===== src/rtl/imem_fetch_ctrl_if.sv =====
// ----------------------------------------------------------------------------
// imem_fetch_ctrl_if
// Bundles the fetch controller's memory, decode-handshake, redirect and run
// signals.
//   master : fetch controller side (drives Address, Inst_out, Pc_out,
//            Inst_valid, Halted)
//   slave  : environment side (memory, decode, execute, run control)
// Parameters: ADDR_W (address width), DATA_W (instruction width).
// ----------------------------------------------------------------------------
interface imem_fetch_ctrl_if #(
    parameter int ADDR_W = 8,
    parameter int DATA_W = 8
);
    logic              Run;
    logic [ADDR_W-1:0] Address;
    logic [DATA_W-1:0] Instruction;
    logic [DATA_W-1:0] Inst_out;
    logic [ADDR_W-1:0] Pc_out;
    logic              Inst_valid;
    logic              Inst_ready;
    logic              Jump_en;
    logic [ADDR_W-1:0] Jump_target;
    logic              Halted;

    modport master (
        input  Run, Instruction, Inst_ready, Jump_en, Jump_target,
        output Address, Inst_out, Pc_out, Inst_valid, Halted
    );

    modport slave (
        output Run, Instruction, Inst_ready, Jump_en, Jump_target,
        input  Address, Inst_out, Pc_out, Inst_valid, Halted
    );
endinterface


===== src/rtl/imem_fetch_ctrl.sv =====
// ----------------------------------------------------------------------------
// imem_fetch_ctrl
// Fetch sequencer for an instruction memory with combinational read. Owns the
// program counter (driven straight out as Address), captures the returned
// Instruction into a one-entry slot and offers it to decode over a
// valid/ready handshake. Execute can redirect with Jump_en/Jump_target; Run
// starts and stops fetching.
// Ports:
//   Clk    : rising-edge clock
//   Reset  : asynchronous active-low reset
//   bus    : imem_fetch_ctrl_if.master (Run, Address, Instruction, Inst_out,
//            Pc_out, Inst_valid, Inst_ready, Jump_en, Jump_target, Halted)
// Optional feature macro: HALT_DETECT_EN -- when defined, capturing
//   HALT_OPCODE parks the sequencer in a HALT state until a jump or reset.
//   When undefined, HALT_OPCODE is an ordinary instruction and Halted is 0.
// ----------------------------------------------------------------------------
module imem_fetch_ctrl #(
    parameter int                ADDR_W      = 8,
    parameter int                DATA_W      = 8,
    parameter logic [ADDR_W-1:0] RESET_PC    = 8'h00,
    parameter logic [ADDR_W-1:0] LAST_ADDR   = 8'hFF
`ifdef HALT_DETECT_EN
    ,
    parameter logic [DATA_W-1:0] HALT_OPCODE = 8'hFF
`endif
) (
    input  logic               Clk,
    input  logic               Reset,
    imem_fetch_ctrl_if.master  bus
);

    typedef enum logic [1:0] {
        ST_IDLE  = 2'd0,
        ST_FETCH = 2'd1
`ifdef HALT_DETECT_EN
        ,
        ST_HALT  = 2'd2
`endif
    } state_t;

    state_t            state_q, state_d;
    logic [ADDR_W-1:0] pc_q, pc_d;
    logic [DATA_W-1:0] inst_q, inst_d;
    logic [ADDR_W-1:0] pc_out_q, pc_out_d;
    logic              valid_q, valid_d;
    logic              slot_free;
`ifdef HALT_DETECT_EN
    logic              halted_q, halted_d;
`endif

    // The slot may be refilled on an edge where its current content leaves.
    assign slot_free = !valid_q || bus.Inst_ready;

    always_comb begin
        state_d  = state_q;
        pc_d     = pc_q;
        inst_d   = inst_q;
        pc_out_d = pc_out_q;
        valid_d  = valid_q;

        // Handshake drain; a capture below overrides this with 1.
        if (valid_q && bus.Inst_ready) begin
            valid_d = 1'b0;
        end

        if (bus.Jump_en) begin
            // Redirect flushes the slot; a transfer completing on the same
            // edge was already counted by the drain above.
            pc_d    = bus.Jump_target;
            valid_d = 1'b0;
            case (state_q)
                ST_IDLE:  state_d = ST_IDLE;
                ST_FETCH: state_d = bus.Run ? ST_FETCH : ST_IDLE;
`ifdef HALT_DETECT_EN
                ST_HALT:  state_d = bus.Run ? ST_FETCH : ST_IDLE;
`endif
                default:  state_d = ST_IDLE;
            endcase
        end else begin
            case (state_q)
                ST_IDLE: begin
                    if (bus.Run) begin
                        state_d = ST_FETCH;
                    end
                end
                ST_FETCH: begin
                    if (!bus.Run) begin
                        // Stop capturing; leave once the slot has drained.
                        if (slot_free) begin
                            state_d = ST_IDLE;
                        end
                    end else if (slot_free) begin
                        inst_d   = bus.Instruction;
                        pc_out_d = pc_q;
                        valid_d  = 1'b1;
                        pc_d     = (pc_q == LAST_ADDR) ? '0 : pc_q + ADDR_W'(1);
`ifdef HALT_DETECT_EN
                        // The halt word itself is delivered; PC stays on it.
                        if (bus.Instruction == HALT_OPCODE) begin
                            pc_d    = pc_q;
                            state_d = ST_HALT;
                        end
`endif
                    end
                end
                default: begin
                    // HALT (when present): only the drain above applies.
                end
            endcase
        end
`ifdef HALT_DETECT_EN
        halted_d = (state_d == ST_HALT);
`endif
    end

    always_ff @(posedge Clk or negedge Reset) begin
        if (!Reset) begin
            state_q  <= ST_IDLE;
            pc_q     <= RESET_PC;
            inst_q   <= '0;
            pc_out_q <= '0;
            valid_q  <= 1'b0;
`ifdef HALT_DETECT_EN
            halted_q <= 1'b0;
`endif
        end else begin
            state_q  <= state_d;
            pc_q     <= pc_d;
            inst_q   <= inst_d;
            pc_out_q <= pc_out_d;
            valid_q  <= valid_d;
`ifdef HALT_DETECT_EN
            halted_q <= halted_d;
`endif
        end
    end

    assign bus.Address    = pc_q;
    assign bus.Inst_out   = inst_q;
    assign bus.Pc_out     = pc_out_q;
    assign bus.Inst_valid = valid_q;
`ifdef HALT_DETECT_EN
    assign bus.Halted     = halted_q;
`else
    assign bus.Halted     = 1'b0;
`endif

endmodule


===== src/flat_wrapper.sv =====
// flat-port wrapper written by rule: the top's interface ports become plain ports
module imem_fetch_ctrl_flat 
#(
    parameter int                ADDR_W      = 8,
    parameter int                DATA_W      = 8,
    parameter logic [ADDR_W-1:0] RESET_PC    = 8'h00,
    parameter logic [ADDR_W-1:0] LAST_ADDR   = 8'hFF

)
  (Clk, Reset, bus_Run, bus_Instruction, bus_Inst_ready, bus_Jump_en, bus_Jump_target, bus_Address, bus_Inst_out, bus_Pc_out, bus_Inst_valid, bus_Halted);
  imem_fetch_ctrl_if #(.ADDR_W(ADDR_W), .DATA_W(DATA_W)) bus_i ();
  input  logic Clk;
  input  logic Reset;
  input wire logic [$bits(bus_i.Run)-1:0] bus_Run;
  input wire logic [$bits(bus_i.Instruction)-1:0] bus_Instruction;
  input wire logic [$bits(bus_i.Inst_ready)-1:0] bus_Inst_ready;
  input wire logic [$bits(bus_i.Jump_en)-1:0] bus_Jump_en;
  input wire logic [$bits(bus_i.Jump_target)-1:0] bus_Jump_target;
  output wire logic [$bits(bus_i.Address)-1:0] bus_Address;
  output wire logic [$bits(bus_i.Inst_out)-1:0] bus_Inst_out;
  output wire logic [$bits(bus_i.Pc_out)-1:0] bus_Pc_out;
  output wire logic [$bits(bus_i.Inst_valid)-1:0] bus_Inst_valid;
  output wire logic [$bits(bus_i.Halted)-1:0] bus_Halted;
  assign bus_i.Run = bus_Run;
  assign bus_i.Instruction = bus_Instruction;
  assign bus_i.Inst_ready = bus_Inst_ready;
  assign bus_i.Jump_en = bus_Jump_en;
  assign bus_i.Jump_target = bus_Jump_target;
  assign bus_Address = bus_i.Address;
  assign bus_Inst_out = bus_i.Inst_out;
  assign bus_Pc_out = bus_i.Pc_out;
  assign bus_Inst_valid = bus_i.Inst_valid;
  assign bus_Halted = bus_i.Halted;
  imem_fetch_ctrl #(.ADDR_W(ADDR_W), .DATA_W(DATA_W), .RESET_PC(RESET_PC), .LAST_ADDR(LAST_ADDR)) u_core (.Clk(Clk), .Reset(Reset), .bus(bus_i));
endmodule

===== config.mk =====
export PLATFORM = sky130hd
export DESIGN_NAME = imem_fetch_ctrl_flat
export DESIGN_NICKNAME = d
export VERILOG_FILES = /design/src/rtl/imem_fetch_ctrl_if.sv /design/src/rtl/imem_fetch_ctrl.sv /design/src/flat_wrapper.sv
export SDC_FILE = /design/constraint.sdc
export NUM_CORES = 1
export LEC_CHECK = 0
export CAP_MARGIN = 20
export CELL_PAD_IN_SITES_DETAIL_PLACEMENT = 2
export CELL_PAD_IN_SITES_GLOBAL_PLACEMENT = 2
export CORE_MARGIN = 1.5
export CORE_UTILIZATION = 29
export DETAILED_ROUTE_END_ITERATION = 8
export GPL_ROUTABILITY_DRIVEN = 0
export PLACE_DENSITY_LB_ADDON = 0.05
export SYNTH_ARGS = -nofsm -noshare
export SYNTH_HDL_FRONTEND = slang
export SYNTH_SLANG_ARGS = --single-unit

===== constraint.sdc =====
create_clock -name Clk -period 2.8 [get_ports Clk]
set_input_delay 0.42 -clock Clk [delete_from_list [all_inputs] [get_ports Clk]]
set_output_delay 0.42 -clock Clk [all_outputs]
set_load 0.01 [all_outputs]

======== After elaboration in Yosys (flattened, before gate mapping) ========
Cells that the tools add are included.
word-level totals
  register bits after elaboration ......... 27
  bits of input ports ..................... 21
  logic and storage cells ................. 40
cells by class
  add/subtract/negate cells ............... 1
  equality and inequality tests ........... 5
  muxes and demuxes ....................... 17
  bitwise operators ....................... 1
  reduce and logical (&&, ||, !) cells .... 11
operators by type and width
  cell                                                 number
  2-to-1 mux 8 bit                                     5
  2-to-1 mux 2 bit                                     5
  adder 8 x 1 -> 8 bit, second input constant          1
  equality test 8 bit, second input constant           1
  AND reduction 4 bit                                  2
  2-to-1 mux 1 bit                                     6
  != test 3 bit, second input constant                 2
  nonzero test 2 bit                                   3
  case mux 2 bit (2 select lines)                      1
  != test 3 x 2 -> 1 bit, second input constant        1
  AND reduction 3 bit                                  1
  nonzero test 3 bit                                   1
  equality test 2 x 1 -> 1 bit, second input constant  1
  logical NOT 2 bit                                    1
  logical AND 1 bit                                    1
  logical NOT 1 bit                                    1
  logical OR 1 bit                                     1
  inverter 1 bit                                       1

======== Longest topological paths before layout ========
Gate-level depths: netlist (run 1).
  depth after elaboration ................. 6
  gate-level depth with buffers ........... 5
  depth with buffers taken out ............ 5

======== Worst setup path before layout (run 1) ========
Ideal clock, no wire load.
  kind .................................... register -> register
  start ................................... reg u_core.valid_q, in the netlist u_core.bus.Inst_valid
  end ..................................... reg u_core.inst_q[0], in the netlist u_core.bus.Inst_out[0]
  setup time .............................. 125 ps
  data arrival time ....................... 1494 ps
  required time ........................... 2675 ps
  slack ................................... 1181 ps
  stages on the path, launching flop included .. 6
  buffers on the path ..................... 2
  cells stage by stage .................... dfrtp_1 > nor2b_4 > buf_6 > nor3_4 > buf_12 > mux2_4
between the ends
  longest elaborated chain between the ends .. 3
RTL lines
  item                                  RTL line                text
  start, declared                       imem_fetch_ctrl.sv:45   logic valid_q, valid_d;
  start signal, assigned                imem_fetch_ctrl.sv:131  valid_q <= valid_d;
  logical NOT 1 bit                     imem_fetch_ctrl.sv:52   assign slot_free = !valid_q || bus.Inst_ready;
  logical OR 1 bit                      imem_fetch_ctrl.sv:52
  AND reduction 4 bit (no source line)  n/a
  end signal, assigned                  imem_fetch_ctrl.sv:129  inst_q <= inst_d;
  end, declared                         imem_fetch_ctrl.sv:43   logic [DATA_W-1:0] inst_q, inst_d;
No other way between the ends.
A chain may end at the register's enable or synchronous reset.

======== Worst setup path after layout (run 1) ========
  start ................................... reg u_core.pc_q[3], in the netlist u_core.bus.Address[3]
  end ..................................... out bus_Address[3]
RTL lines
  item                    RTL line                text
  start, declared         imem_fetch_ctrl.sv:42   logic [ADDR_W-1:0] pc_q, pc_d;
  start signal, assigned  imem_fetch_ctrl.sv:128  pc_q <= pc_d;
  end, declared           flat_wrapper.sv:19      output wire logic [$bits(bus_i.Address)-1:0] bus_Address;
No word-level cell between the ends.

==> flow_results.org, run 1 <==
** Status
- Outcome :: finished, final reports clean

** Routing
- The routed design has 3160 µm of wire.
- Number of detailed-routing iterations run before antenna repair :: 2
- The first routing iteration left 40 violations.
- The count of nets left with antenna violations once routing finished came out at 0.
- In the routed layout, each cell is associated on average with a via count of 4.95.
- In the final routed layout, each cell accounts on average for 16.1 µm.
- Total number of vias :: 970
- DRC viols :: 0

** Power
- The design draws 1.21 mW.
- Net switching power of the design :: 0.317 mW
- Sequential cell fraction of total power :: 42.5%
- Of the total power, the share spent switching nets is a little over a quarter.
- Static power due to leakage :: 0.720 nW
- Combinational fraction of design power :: 31.1%
- Int Power :: just under 0.9 mW
- The clock network is responsible for 26.4% of the overall power.
- Dividing total power by cell area gives a power density of 674 nW/µm².
- Worst IR drop on VDD :: 0.247 mV

** Layout
- The finished cells cover between 1500 and 2000 µm².
- In the final design database the tool counted 169 nets.
- The count of cells in the finished layout, fillers not included, comes to 196.
- In the final layout, the share of cells above drive strength 1 is a little under a fifth.
- The repair_antennas step left the layout with diodes totalling 0.
- Area overhead of the layout relative to synthesis :: 45.3%

** Global routing
- Overall routing resource usage :: 15.1%
- Pin count of the biggest net entering global routing :: 27
- Global-route wire length before repair :: around 5000 µm
- Number of global-route vias before repair :: between 1,000 and 1,500
- Number of antenna violations at the first check in global routing :: 0
- GRT overflow :: 0

** CTS
- Skew-Pair Late Insertion Delay :: between 0.2 and 0.3 ns
- Post_cts resized :: 0
- CTS tree :: yes
- In this run the number of H-tree levels came out at 1.
- Buffer type at the clock tree root :: sky130_fd_sc_hd__clkbuf_8
- After clock tree synthesis, the setup repair step added 0 buffers.
- Counting along the longest clock path gives a buffer depth of 2.
- Clock-pin slew of the registers on the worst-case setup and hold paths :: 0.10 ns
- Number of clock buffers inserted by TritonCTS :: 3
- Total number of clock tree sinks :: 26
- After clock tree synthesis, the flow added hold-fix buffers numbering 0.

** Yosys
- Counting flops with a built-in enable in the synthesized netlist gives 0.
- Cell count after synthesis :: 99
- Main synth FF type :: sky130_fd_sc_hd__dfrtp_1
- Flop and latch count out of synthesis :: 26
- The number of nets handed over by synthesis was between 100 and 150.
- Yosys mapped the design onto 33 distinct sky130hd cell types.
- Dividing the synthesized area by the synthesized cell count gives 12.5 µm².
- Proportion of register bits with asynchronous set or reset after synthesis :: 100%
- Yosys synthesis warning count :: 0
- After synthesis, flip-flops and latches occupy 52.7% of the total area.
- Post-Synthesis Cell Area :: 1230 µm²

** STA
- Dividing the final minimum period by the clock period gives about 65%.
- Post-route clock skew :: 0.00191 ns
- For this run, the top clock speed supported by timing is 0.546 GHz.
- TNS Setup :: 0 ns
- Unrepaired setup endpoints after global routing :: false
- The final-report max-slew violation count came to 0.
- Number of failing setup endpoints in the final timing report :: 0
- The final number of hold-violating endpoints was 0.
- Final critical delay including setup and external delays :: 1.83 ns

** Min path
- The worst hold path belongs to the class in2async.

** Critical path
- On the worst path, the slowest cell contributes a delay of 0.60 ns.
- The signal on the critical path passes through clkdlybuf4s50_1.
- Among all stages on the critical path, the largest delay is contributed by sky130_fd_sc_hd__clkdlybuf4s50_1.
- The worst setup path is of the reg2out kind.
- The worst setup path is captured at a primary output.
- The number of cells on the worst reg-to-reg path is 5.
- On the critical path the largest part of the delay comes from buffers and inverters.
- The endpoint identified for the worst register-to-register timing path is u_core.bus.Address[4].
- In this run the critical register-to-register path is launched from u_core.bus.Address[0].
- Reg2reg setup slack :: 1.28 ns
- Largest fanout on the critical path :: 9
- STA classifies the critical path startpoint as a register.
- The number of buffers and inverters on the critical path is 1.
- For the worst setup path, the data arrival time is ~1.4 ns.
- At the worst endpoint, the required time is 2.38 ns.

** Die
- The die covers 4650 µm².
- Starting density of the core :: a little under a third
- In this run the count of I/O pins placed on the die edge is 47.
- Die height :: 68.2 µm
- The floorplan has 23 rows.
- After floorplanning, the core was sized to cover 4060 µm².
- The die is 68.2 µm wide.

** Place
- Input and output buffers added on the ports amount to between 40 and 50.
- Including well taps, the total number of placed cells is 192.
- The placed instances occupy a cell area of 1720 µm².
- The wire-length estimate of the detail-placed layout is 2280 µm.

** Run
- Max-capacitance violation count :: 0
## kinds of logic after synthesis
logic type | after synthesis | synth area share (%)
flops | 26 | 52.7
other cells | 1 | 0.304
compound gates | 17 | 8.22
simple gates | 27 | 12.7
xor+xnor | 3 | 2.13
fa+ha+maj | 1 | 1.01
mux | 18 | 18.8
buf+inv | 6 | 4.16
## worst register-to-register path, stage by stage, from the launching register on
cell                      delay, ns
sky130_fd_sc_hd__dfrtp_1       0.45
sky130_fd_sc_hd__ha_1          0.23
sky130_fd_sc_hd__nand2_1       0.10
sky130_fd_sc_hd__nor4b_1       0.37
sky130_fd_sc_hd__xnor2_1       0.17
sky130_fd_sc_hd__o21ai_0       0.09
## power by group through the flow
stage	clock, mW	sequential, mW	combinational (mW)
floorplan	0	0.550	0.127
global placement	0	0.519	0.373
detailed placement	0	0.523	0.383
CTS	0.327	0.516	0.384
global route	0.341	0.528	0.409
finish	0.319	0.513	0.376
## synth_stat cells, types with 2 or more instances
cell type | count | area share [%]
sky130_fd_sc_hd__xnor2_1 | 3 | 2.1
sky130_fd_sc_hd__a311oi_1 | 2 | 1.4
sky130_fd_sc_hd__nand2_1 | 7 | 2.1
sky130_fd_sc_hd__nor3_1 | 2 | 0.81
sky130_fd_sc_hd__o21ai_0 | 9 | 3.7
sky130_fd_sc_hd__mux2_4 | 8 | 9.7
sky130_fd_sc_hd__nand3_1 | 3 | 1.2
sky130_fd_sc_hd__a21oi_1 | 3 | 1.2
sky130_fd_sc_hd__nor2_1 | 4 | 1.2
sky130_fd_sc_hd__mux2_2 | 9 | 8.2
sky130_fd_sc_hd__dfrtp_1 | 26 | 53
sky130_fd_sc_hd__or3_1 | 2 | 1.0
## how the worst max path moves through the flow
stage / startpoint / to / slack [ns] / depth (start not counted)
5_1_grt: u_core.bus.Address[3] / bus_Address[3] / 0.92 / 1
4_1_cts: u_core.bus.Address[3] / bus_Address[3] / 0.97 / 1
2_1_floorplan: u_core.bus.Inst_valid / u_core.bus.Inst_out[0] / 1.18 / 5
6_report: u_core.bus.Address[3] / bus_Address[3] / 0.97 / 1
3_3_place_gp: bus_Run / u_core.bus.Pc_out[7] / 0.80 / 5
3_5_place_dp: bus_Run / u_core.bus.Pc_out[5] / 0.75 / 5
## state kept, by name, summed over array words and instances (netlist names)
name	flops
u_core.bus.Address	8
u_core.bus.Inst_valid	1
u_core.bus.Pc_out	8
u_core.bus.Inst_out	8
u_core.state_q	1
## metrics by stage
step | util, % | setup WS [ns] | hold slack [ns]
floorplan | - | 1.18 | 0.124
global placement | 42.4 | 0.800 | 0.493
detailed placement | 42.4 | 0.751 | 0.498
CTS | 44.2 | 0.972 | 0.522
global route | 44.2 | 0.920 | 0.541
finish | 44.2 | 0.968 | 0.514
## layout by cell type, fill, tap and decap left out, drive strengths merged, types with 4 or more instances in the layout
master,count
clkdlybuf4s50,45
dfrtp,26
mux2,17
o21ai,9
nand2,8
nor2,4
## per-layer routing
| metal | vias up | track usage, % | part of all wire, % |
|---|---|---|---|
| met5 | - | 0 | 0 |
| met4 | 0 | 4.50 | 0.95 |
| met3 | 4 | 2.96 | 4.5 |
| met2 | 25 | 26.0 | 50 |
| met1 | 493 | 19.2 | 45 |
| li1 | 448 | - | - |
## layout make-up
type                       instances  area (µm²)
inverter                           1        3.75
clock buffer                       3        41.3
timing repair buffer              48         473
fill                             415        2260
multi-input combinational         67         532
sequential                        26         651
tap                               50        62.6
clock inverter                     1        30.0
(Power assumes the default switching activity.)
==> run 2: changes to the inputs <==
--- a/config.mk
+++ b/config.mk
@@ -9,7 +9,7 @@
 export CELL_PAD_IN_SITES_DETAIL_PLACEMENT = 2
 export CELL_PAD_IN_SITES_GLOBAL_PLACEMENT = 2
 export CORE_MARGIN = 1.5
-export CORE_UTILIZATION = 29
+export CORE_UTILIZATION = 24
 export DETAILED_ROUTE_END_ITERATION = 8
 export GPL_ROUTABILITY_DRIVEN = 0
 export PLACE_DENSITY_LB_ADDON = 0.05
==> constraint.sdc (replaced) <==
create_clock -name Clk -period 1.5 [get_ports Clk]
set_input_delay 0.225 -clock Clk [delete_from_list [all_inputs] [get_ports Clk]]
set_output_delay 0.225 -clock Clk [all_outputs]
set_load 0.01 [all_outputs]
==> run 2 against run 1 <==
Clock skew is 0.0042 ns higher. Hold slack worse by 0.19 ns. Non-clock buffer count up 9. Routed wire length is 3.2% higher. Cell area rose by 5.7%. Combinational power is 98% higher. Highest routed layer unchanged. Final cell count rose by 13%.
==> flow_results.org, run 2 (synthesized netlist as in run 1, its figures left out) <==
** CTS
- The CTS clock-pin slew for the worst setup and hold paths came to 0.09 ns (about the same).
- The maximum count of clock buffers along a single path is 2 (unchanged).
- The source-to-sink clock delay at the later pin of the worst-skew pair was 0.27 ns (about the same).
- The CTS H-tree depth came to 1 (unchanged).
- In this run the clock root is driven by a sky130_fd_sc_hd__clkbuf_8.
- Number of clock buffers inserted by TritonCTS :: 3 (unchanged)
- TritonCTS built the clock tree.
- The sink count of the clock tree came to 26 (unchanged).

** STA
- Based on the critical path, the design can be clocked at up to 0.696 GHz.
- Setup repair after global routing left no endpoint under its margin.
- Worst hold margin :: 0.329 ns (-0.185 ns)
- Number of failing setup endpoints in the final timing report :: 0 (unchanged)
- The largest clock skew in the final design came to 0.00614 ns (+0.00422 ns).
- Final worst path period share :: roughly 96%
- Fin. max-slew vios :: 0 (unchanged)
- Final critical delay including setup and external delays :: 1.44 ns
- The final number of hold-violating endpoints was 0 (unchanged).

** Routing
- The met3 wirelength from detailed routing is 186 µm (+32%).
- Total number of vias :: 988 (+1.9%)
- The detailed route wirelength on metal2 is 1590 µm (+0.95%).
- The DRC violations left is 0 (unchanged).
- The wire length per cell after detailed routing was 14.8 µm (-8.5%).
- Top routing layer used :: met4
- Total routed wire length on the met1 layer :: 1460 µm (+3.5%)
- The number of antenna-violating nets in the routed design is 0 (unchanged).
- Number of detailed-routing iterations run before antenna repair :: 2 (unchanged)
- Average vias per placed instance :: 4.47 (-9.7%)
- The post-detailed-routing wire length is 3260 µm (+3.2%).
- Initial DRC count :: 18 (-55%)

** Critical path
- Worst R2R Path Depth :: 5 (unchanged)
- Endpoint kind of the worst setup timing path :: primary output
- Instance count on the critical path :: 1 (unchanged)
- Required time at the endpoint of the critical path :: 1.27 ns (-1.11 ns)
- Largest fanout on the critical path :: 4 (-5)
- Highest-delay cell along the critical path :: sky130_fd_sc_hd__clkdlybuf4s50_1
- In this run the worst setup path terminates at bus_Address[6].
- Crit path max-delay family :: buffers and inverters
- The worst setup path is launched from a register.
- The stage delay of the slowest cell on the critical path is 0.55 ns (-0.05 ns).
- Number of buffer and inverter stages on the critical path :: 1 (unchanged)
- The worst register-to-register path ends at u_core.bus.Address[3].
- The worst register-to-register path begins at u_core.bus.Address[0].
- The worst setup path is of the reg2out kind.
- Reg2reg setup slack :: 0.10 ns (-1.18 ns)
- The most critical setup path has its startpoint at u_core.bus.Address[6].
- Cell Chain, Critical Path :: clkdlybuf4s50_1
- Critical path data arrival time :: 1.21 ns (-0.20 ns)

** Run
- The number of max-capacitance violations reported came to 0 (unchanged).

** Power
- Total power after layout :: 2.09 mW (+73%)
- The leakage power total came to 0.797 nW (+11%).
- Combinational fraction of design power :: 35.7% (+4.6 points)
- Net switching power of the design :: 0.577 mW (+82%)
- Int Power :: 1.51 mW (+70%)
- Share of power burned in the clock network :: 18.8% (-7.6 points)
- The part of the total power dissipated in sequential elements is 45.5% (+3.0 points).
- Areal power density over the cells :: 1100 nW/µm² (+64%)
- The worst ir drop on vdd was 0.334 mV (+35%).
- The switching part of the total is 27.6% (+1.4 points).

** Global routing
- The overall routing resource usage came to 12.6% (-2.5 points).
- Pin count of the biggest net entering global routing :: 27 (unchanged)
- The via count of the first global-routing pass was 1,084 (+4.8%).
- The number of antenna violations at the first check in global routing came to 0 (unchanged).
- GRT overflow :: 0 (unchanged)
- Global-route wire length before repair :: 5370 µm (+4.3%)

** Layout
- Fraction of layout instances using a drive strength above 1 :: 27.3% (+8.8 points)
- The final-stage net count came to 178 (+5.3%).
- Count of inserted antenna diode cells :: 0 (unchanged)
- Leading cell types in the layout, fill and taps excluded :: sky130_fd_sc_hd__clkdlybuf4s50_1, sky130_fd_sc_hd__dfrtp_1, sky130_fd_sc_hd__buf_4
- Leading cell type in the layout, fill and taps excluded :: sky130_fd_sc_hd__clkdlybuf4s50_1
- Area overhead of the layout relative to synthesis :: 53.7%

** Die
- The area of the die was 5580 µm² (+20%).
- Number of placed I/O pins :: 47 (unchanged)
- Area inside the core boundary :: 4850 µm² (+19%)
- Die height :: 74.7 µm (+9.5%)
- The initial cell density of the core came to 25.4% (-5.0 points).
- The chip width came to 74.7 µm (+9.5%).
- Core Rows :: 25 (+8.7%)

** Min path
- Worst min-delay path category :: in2async

** Place
- Number of port buffers :: 45 (unchanged)
- The HPWL after detailed placement came to 2370 µm (+3.8%).

** Status
- The flow ran to the end, and the final reports show no timing, DRC or antenna violations.
## run 2: cell types whose count changed in the layout (fill, tap and decap cells not counted), moves of 2 or more
cell,change
sky130_fd_sc_hd__buf_4,+8
sky130_fd_sc_hd__clkdlybuf4s50_1,-6
sky130_fd_sc_hd__dfrtp_1,-3
sky130_fd_sc_hd__dfrtp_2,+3
sky130_fd_sc_hd__dlygate4sd2_1,+2
sky130_fd_sc_hd__dlymetal6s2s_1,+4
## run 2: per-layer routing
layer / vias up / GRT usage [%]
li1: 462 / -
met1: 500 / 16.9
met2: 24 / 20.7
met3: 2 / 2.28
met4: 0 / 4.24
met5: - / 0
## run 2: cell type report
type | count | area (µm²)
Fill cell | 527 | 2950
Sequential cell | 26 | 654
Timing Repair Buffer | 57 | 561
Multi-Input combinational cell | 67 | 552
Tap cell | 67 | 83.8
Clock buffer | 3 | 41.3
Inverter | 1 | 3.75
## run 2: what timing repair did
action | CTS | global route
setup endpoints to repair | 9 | 9
hold buffers | 0 | 0
resized for setup | 7 | 6
hold endpoints to repair | 0 | 0
pin swaps | 0 | 0
setup buffers | 3 | 1
## run 2: how the worst min path moves through the flow
stage                                start                      to  slack, ns
floorplan                            Reset   u_core.bus.Address[0]      -0.07
global placement      u_core.bus.Pc_out[7]    u_core.bus.Pc_out[7]       0.49
detailed placement  u_core.bus.Inst_out[5]  u_core.bus.Inst_out[5]       0.50
CTS                                  Reset  u_core.bus.Inst_out[3]       0.35
global route                         Reset  u_core.bus.Inst_out[3]       0.37
finish                               Reset  u_core.bus.Inst_out[3]       0.33
## run 2: power by group through the flow
stage	logic [mW]	registers (mW)	clock network, mW
floorplan	0.237	1.03	0
global placement	0.723	0.961	0
detailed placement	0.735	0.971	0
CTS	0.756	0.954	0.410
global route	0.803	0.974	0.433
finish	0.746	0.950	0.393
## run 2: stage by stage
stage               setup WS (ns)  utilization (%)  std cells  instance area, µm²  TNS, ns
floorplan                 -0.0737                -         99                1230   -0.590
global placement           -0.218             37.0        214                1790    -3.48
detailed placement         -0.282             37.0        214                1790    -4.80
CTS                       0.00229             38.6        220                1870        0
global route              0.00639             39.1        221                1900        0
finish                     0.0622             39.1        221                1900        0
